===== config.mk =====
export PLATFORM = sky130hd
export DESIGN_NAME = mac_onehot_seq_flat
export DESIGN_NICKNAME = d
export VERILOG_FILES = /design/src/rtl/mac_seq_pkg.sv /design/src/rtl/mac_onehot_seq_if.sv /design/src/rtl/mac_onehot_dec.sv /design/src/rtl/mac_onehot_seq.sv /design/src/flat_wrapper.sv
export SDC_FILE = /design/constraint.sdc
export NUM_CORES = 1
export LEC_CHECK = 0
export ABC_AREA = 1
export ABC_CLOCK_PERIOD_IN_PS = 3400
export BUFFER_PORTS_ARGS = -buffer_cell sky130_fd_sc_hd__buf_2
export CAP_MARGIN = 15
export CORE_AREA = 2 2 68 70
export DETAILED_ROUTE_END_ITERATION = 10
export DIE_AREA = 0 0 70 72
export PLACE_DENSITY = 0.75
export SYNTH_ARGS = -nofsm -noshare
export SYNTH_HDL_FRONTEND = slang
export SYNTH_SLANG_ARGS = --single-unit

===== constraint.sdc =====
create_clock -name clk -period 3.4 [get_ports clk]
set_input_delay 0.85 -clock clk [delete_from_list [all_inputs] [get_ports clk]]
set_output_delay 0.85 -clock clk [all_outputs]
set_load 0.005 [all_outputs]

===== src/rtl/mac_seq_pkg.sv =====
`default_nettype none
// ============================================================================
// Module      : mac_seq_pkg
// Description : Shared state encoding and default widths for mac_onehot_seq.
// Revision    : 1.0 - initial release
// ============================================================================
package mac_seq_pkg;

    localparam int IDX_W_DEF  = 4;
    localparam int STEP_W_DEF = 2;

    typedef enum logic [0:0] {
        IDLE = 1'b0,
        RUN  = 1'b1
    } state_e;

endpackage
`default_nettype wire


===== src/rtl/mac_onehot_seq_if.sv =====
`default_nettype none
// ============================================================================
// Module      : mac_onehot_seq_if
// Description : Descriptor and beat-stream signals of the one-hot sequencer.
// Revision    : 1.0 - initial release
// ============================================================================
interface mac_onehot_seq_if
    import mac_seq_pkg::*;
#(
    parameter int IDX_W  = IDX_W_DEF,
    parameter int STEP_W = STEP_W_DEF,
    parameter int N      = 2**IDX_W
);
    logic              cfg_valid;
    logic              cfg_ready;
    logic [IDX_W-1:0]  cfg_base;
    logic [IDX_W:0]    cfg_len;
    logic [STEP_W-1:0] cfg_step;
    logic              out_valid;
    logic              out_ready;
    logic [IDX_W-1:0]  out_idx;
    logic [N-1:0]      out_onehot;
    logic              out_last;
    logic              done;

    // master issues descriptors and consumes beats; slave is the sequencer
    modport master (
        output cfg_valid, cfg_base, cfg_len, cfg_step, out_ready,
        input  cfg_ready, out_valid, out_idx, out_onehot, out_last, done
    );

    modport slave (
        input  cfg_valid, cfg_base, cfg_len, cfg_step, out_ready,
        output cfg_ready, out_valid, out_idx, out_onehot, out_last, done
    );

endinterface
`default_nettype wire


===== src/rtl/mac_onehot_dec.sv =====
`default_nettype none
// ============================================================================
// Module      : mac_onehot_dec
// Description : Combinational index to one-hot decoder with enable.
// Revision    : 1.0 - initial release
// ============================================================================
module mac_onehot_dec #(
    parameter int IDX_W = 4,
    parameter int N     = 2**IDX_W
) (
    input  wire logic [IDX_W-1:0] i_idx,
    input  wire logic             i_en,
    output logic      [N-1:0]     o_onehot
);

    always_comb begin
        o_onehot = '0;
        if (i_en) begin
            o_onehot[i_idx] = 1'b1;
        end
    end

endmodule
`default_nettype wire


===== src/rtl/mac_onehot_seq.sv =====
`default_nettype none
// ============================================================================
// Module      : mac_onehot_seq
// Description : Burst index sequencer emitting registered index/one-hot beats.
// Revision    : 1.0 - initial release
// ============================================================================
module mac_onehot_seq
    import mac_seq_pkg::*;
#(
    parameter int IDX_W  = IDX_W_DEF,
    parameter int N      = 2**IDX_W,
    parameter int STEP_W = STEP_W_DEF
) (
    input  wire logic        clk,
    input  wire logic        rst,
    mac_onehot_seq_if.slave  bus
);

    localparam logic [IDX_W:0] c_len_one = (IDX_W+1)'(1);

    generate
        if (N != 2**IDX_W || IDX_W < 1 || IDX_W > 12) begin : g_param_check
            $error("mac_onehot_seq: IDX_W must be 1..12 and N must equal 2**IDX_W");
        end
    endgenerate

    state_e            state_q, state_d;
    logic [IDX_W-1:0]  idx_q, idx_d;
    logic [STEP_W-1:0] step_q, step_d;
    logic [IDX_W:0]    len_q, len_d;
    logic [IDX_W:0]    cnt_q, cnt_d;
    logic              valid_q, valid_d;
    logic              last_q, last_d;
    logic              done_q, done_d;
    logic [N-1:0]      onehot_q, onehot_d;
    logic [N-1:0]      w_onehot;

    always_comb begin
        state_d = state_q;
        idx_d   = idx_q;
        step_d  = step_q;
        len_d   = len_q;
        cnt_d   = cnt_q;
        valid_d = valid_q;
        last_d  = last_q;
        done_d  = 1'b0;
        case (state_q)
            IDLE: begin
                if (bus.cfg_valid) begin
                    if (bus.cfg_len == '0) begin
                        done_d = 1'b1;
                    end else begin
                        state_d = RUN;
                        idx_d   = bus.cfg_base;
                        step_d  = bus.cfg_step;
                        len_d   = bus.cfg_len;
                        cnt_d   = c_len_one;
                        valid_d = 1'b1;
                        last_d  = (bus.cfg_len == c_len_one);
                    end
                end
            end
            RUN: begin
                if (bus.out_ready) begin
                    if (last_q) begin
                        state_d = IDLE;
                        valid_d = 1'b0;
                        last_d  = 1'b0;
                        done_d  = 1'b1;
                    end else begin
                        // truncating to IDX_W bits gives the silent modulo-N wrap
                        idx_d  = idx_q + IDX_W'(step_q);
                        cnt_d  = cnt_q + c_len_one;
                        last_d = ((cnt_q + c_len_one) == len_q);
                    end
                end
            end
            default: begin
                state_d = IDLE;
                valid_d = 1'b0;
                last_d  = 1'b0;
            end
        endcase
        onehot_d = w_onehot;
    end

    mac_onehot_dec #(
        .IDX_W (IDX_W),
        .N     (N)
    ) u_dec (
        .i_idx    (idx_d),
        .i_en     (valid_d),
        .o_onehot (w_onehot)
    );

    always_ff @(posedge clk or negedge rst) begin
        if (!rst) begin
            state_q  <= IDLE;
            idx_q    <= '0;
            step_q   <= '0;
            len_q    <= '0;
            cnt_q    <= '0;
            valid_q  <= 1'b0;
            last_q   <= 1'b0;
            done_q   <= 1'b0;
            onehot_q <= '0;
        end else begin
            state_q  <= state_d;
            idx_q    <= idx_d;
            step_q   <= step_d;
            len_q    <= len_d;
            cnt_q    <= cnt_d;
            valid_q  <= valid_d;
            last_q   <= last_d;
            done_q   <= done_d;
            onehot_q <= onehot_d;
        end
    end

    assign bus.cfg_ready  = (state_q == IDLE);
    assign bus.out_valid  = valid_q;
    assign bus.out_idx    = idx_q;
    assign bus.out_onehot = onehot_q;
    assign bus.out_last   = last_q;
    assign bus.done       = done_q;

endmodule
`default_nettype wire


===== src/flat_wrapper.sv =====
// flat-port wrapper written by rule: the top's interface ports become plain ports
module mac_onehot_seq_flat import mac_seq_pkg::*;
#(
    parameter int IDX_W  = IDX_W_DEF,
    parameter int N      = 2**IDX_W,
    parameter int STEP_W = STEP_W_DEF
)
  (clk, rst, bus_cfg_valid, bus_cfg_base, bus_cfg_len, bus_cfg_step, bus_out_ready, bus_cfg_ready, bus_out_valid, bus_out_idx, bus_out_onehot, bus_out_last, bus_done);
  mac_onehot_seq_if #(.IDX_W(IDX_W), .STEP_W(STEP_W), .N(N)) bus_i ();
  input  wire logic clk;
  input  wire logic rst;
  input wire logic [$bits(bus_i.cfg_valid)-1:0] bus_cfg_valid;
  input wire logic [$bits(bus_i.cfg_base)-1:0] bus_cfg_base;
  input wire logic [$bits(bus_i.cfg_len)-1:0] bus_cfg_len;
  input wire logic [$bits(bus_i.cfg_step)-1:0] bus_cfg_step;
  input wire logic [$bits(bus_i.out_ready)-1:0] bus_out_ready;
  output wire logic [$bits(bus_i.cfg_ready)-1:0] bus_cfg_ready;
  output wire logic [$bits(bus_i.out_valid)-1:0] bus_out_valid;
  output wire logic [$bits(bus_i.out_idx)-1:0] bus_out_idx;
  output wire logic [$bits(bus_i.out_onehot)-1:0] bus_out_onehot;
  output wire logic [$bits(bus_i.out_last)-1:0] bus_out_last;
  output wire logic [$bits(bus_i.done)-1:0] bus_done;
  assign bus_i.cfg_valid = bus_cfg_valid;
  assign bus_i.cfg_base = bus_cfg_base;
  assign bus_i.cfg_len = bus_cfg_len;
  assign bus_i.cfg_step = bus_cfg_step;
  assign bus_i.out_ready = bus_out_ready;
  assign bus_cfg_ready = bus_i.cfg_ready;
  assign bus_out_valid = bus_i.out_valid;
  assign bus_out_idx = bus_i.out_idx;
  assign bus_out_onehot = bus_i.out_onehot;
  assign bus_out_last = bus_i.out_last;
  assign bus_done = bus_i.done;
  mac_onehot_seq #(.IDX_W(IDX_W), .N(N), .STEP_W(STEP_W)) u_core (.clk(clk), .rst(rst), .bus(bus_i));
endmodule

==> results.json <==
{
  "synth_compound_area_share_pct": 5.77,
  "drcViolationCount": 0,
  "hold_violations": 0,
  "portBuffers": 38,
  "final_layout_size_suffix_gt1_share_pct": 30.0,
  "seq_area_um2": 901,
  "final.setup.tns_ns": 0,
  "die_w_um": 70,
  "min_path_type": "reg2reg",
  "crit_end": "bus_cfg_ready",
  "avgSynthCellArea_um2": 8.96,
  "gp_congestion": 0.829,
  "fill_cells": 421,
  "start_kind": "register",
  "drt_first_iter_violations": 86,
  "synth_top_family_by_area": "simple AND/OR/NAND/NOR gates",
  "multiInputGateArea_um2": 856,
  "start_util_pct": 43.7,
  "ys_seq_area_share_pct": 48.3,
  "cts_hold_buffers": 0,
  "hpwl_um": 3010,
  "netlist_area_mm2": 0.00186,
  "cts-root-buf": "clkbuf_8",
  "cp.depth": 2,
  "drv_cap": 0,
  "synth_warnings": 0,
  "n_antenna_cell": 0,
  "slew_viol_final": 0,
  "die-height_um": 72,
  "crit_chain": "inv_2, buf_2",
  "grt-ovfl-total": 0,
  "min_from": "u_core.step_q[0]",
  "area_growth_pct": 18.7,
  "grt_max_degree": 37,
  "path_delay_family": "flip-flops",
  "crit_type": "reg2out",
  "status": "finished, final reports clean",
  "rr_worst_depth": 7,
  "cts_tree": "built",
  "period_minus_slack_ns": 2.09,
  "end_kind": "output port",
  "synth_seq_cells": 36,
  "finalPower_mw": 2.02,
  "wl_per_cell_um": 12.4,
  "cts.clk_slew.worst_paths_ns": 0.06,
  "ir_worst_vdd_mv": 0.416,
  "critPathMaxStageDelay_ns": 0.60,
  "antenna_found_initial": 0,
  "rsz0062_at_grt": "no",
  "ys_types": 26,
  "final_antenna_net_count": 0,
  "worst-path-max-fanout": 10,
  "power_density_mw_per_mm2": 912,
  "skew_ns": 0.00607,
  "grt_pass1_wl_um": 6970,
  "dieArea_mm2": 0.00504,
  "r2r_start": "u_core.bus.out_idx[0]",
  "numCtsBuffers": 5,
  "tightest_slew_ns": 0.780,
  "finish.utilization_pct": 51.9,
  "finalSetupViolCount": 0,
  "ioPinCount": 39,
  "num_vias": 1510,
  "synth_xor_area_share_pct": 0,
  "synth-adder-area-share_pct": 3.09,
  "cts_resized": 0,
  "post-route-period-util_pct": 61.5,
  "p_leak_nw": 1.19,
  "syn_nets": 227,
  "clk_path_buf_depth": 2,
  "synth-simple-area-share_pct": 37.0,
  "dp.cells": 297,
  "drt-total-wl_um": 3780,
  "cts.sinks": 36,
  "timing.rr.end": "u_core.bus.out_onehot[5]",
  "muxShareOfSynthArea_pct": 0,
  "htreeDepth": 2,
  "arrival_ns": 1.24,
  "dr.pass1.iters": 4,
  "instances_no_fill": 305,
  "cp_slowest_cell": "dfrtp_1",
  "max_freq_ghz": 0.478,
  "core-area_mm2": 0.00426,
  "grt_use_total_pct": 17.5,
  "viasPerCell": 4.95,
  "cp-startpoint": "u_core.state_q",
  "critPathRequiredTime_ns": 2.55,
  "rows": 24,
  "insertion_delay_ns": 0.28,
  "postCtsSetupBuffers": 0,
  "syn_inst": 208,
  "rrSetupSlack_ns": 1.47,
  "grt_pass1_vias": 1583,
  "nNetsFinal": 271,
  "path_buf_inv": 2,
  "relSlewSlack_pct": 48.0
}
[metal layers]
metal / part of all wire, % / up-vias / routed length [um] / track usage, %
met5: 0 / - / 0 / 0
met4: 1.7 / 0 / 66 / 6.62
met3: 3.4 / 6 / 129 / 3.06
met2: 50 / 28 / 1870 / 29.9
met1: 45 / 714 / 1710 / 22.3
li1: - / 762 / - / -
[stage by stage]
stage	instance area [um2]	hold slack, ns	setup slack (ns)
2_1_floorplan	1860	0.453	1.65
3_3_place_gp	2110	0.492	1.45
3_5_place_dp	2110	0.490	1.43
4_1_cts	2210	0.507	1.30
5_1_grt	2210	0.539	1.24
6_report	2210	0.501	1.31
[worst min-delay path: stages (launching register included)]
cell and delay, ns:
dfrtp_1 0.36, nand2_1 0.06, nand2_1 0.06
[area by class of cell]
class / count / share of cell area, %
Sequential cell: 36 / 40.7
Clock buffer: 6 / 3.28
Timing Repair Buffer: 38 / 8.59
Tap cell: 52 / 2.94
Inverter: 25 / 4.24
Clock inverter: 2 / 1.58
Multi-Input combinational cell: 146 / 38.7
[registers in the layout, summed over array words and instances (netlist names)]
register,cells
u_core.step_q,2
u_core.bus.out_valid,1
u_core.bus.out_idx,4
u_core.bus.done,1
u_core.bus.out_onehot,16
u_core.bus.out_last,1
u_core.len_q,5
u_core.cnt_q,5
u_core.state_q,1
[worst min-delay path by stage]
stage,slack [ns],cells after the start,to
4_1_cts,0.51,2,u_core.len_q[2]
3_3_place_gp,0.49,2,u_core.step_q[0]
6_report,0.50,2,u_core.step_q[0]
3_5_place_dp,0.49,2,u_core.len_q[2]
5_1_grt,0.54,2,u_core.step_q[0]
2_1_floorplan,0.45,2,u_core.step_q[0]
[cell usage in the layout (no fill, tap or decap), drive strengths merged]
master / n
clkinv: 1
o22ai: 3
nand3b: 4
nand3: 28
nand4: 5
o21ai: 6
o31ai: 1
bufinv: 1
inv: 25
clkbuf: 6
fa: 1
ha: 3
a21oi: 3
buf: 38
dfrtp: 36
nor2: 31
nand2: 58
o21a: 1
o211ai: 2
[cell families after synthesis]
| group | after synthesis |
|---|---|
| AO/OA/AOI/OAI | 16 |
| buffers and inverters | 26 |
| adder cells (fa/ha/maj) | 4 |
| flip-flops | 36 |
| AND/OR/NAND/NOR | 126 |
[Yosys cell counts]
| cell | count | share of area (%) |
|---|---|---|
| nand3_1 | 19 | 5.1 |
| ha_1 | 3 | 2.0 |
| nand3b_2 | 1 | 0.60 |
| o21ai_1 | 1 | 0.27 |
| inv_2 | 4 | 0.81 |
| nand4_1 | 5 | 1.7 |
| o211ai_2 | 2 | 1.3 |
| nand3_2 | 8 | 4.3 |
| clkbuf_8 | 1 | 0.74 |
| nand3_4 | 1 | 0.94 |
| nor2_4 | 7 | 4.2 |
| nand3b_1 | 3 | 1.2 |
| o31ai_1 | 1 | 0.40 |
| nor2_1 | 23 | 4.6 |
| dfrtp_1 | 36 | 48 |
| inv_1 | 21 | 4.2 |
| o21ai_0 | 5 | 1.3 |
| fa_1 | 1 | 1.1 |
| o21a_1 | 1 | 0.40 |
| a21oi_1 | 2 | 0.54 |
| nand2_4 | 3 | 1.8 |
| nand2_2 | 3 | 1.0 |
| a21oi_2 | 1 | 0.47 |
| nand2_1 | 52 | 10 |
| nor2_8 | 1 | 1.1 |
| o22ai_1 | 3 | 1.0 |
[power by group]
part	switching (mW)	internal (mW)	total [mW]
combinational	0.581	0.352	0.933
sequential	0.138	0.586	0.724
clock	0.144	0.217	0.361
total	0.863	1.16	2.02
Power figures use the tool's default switching activity.
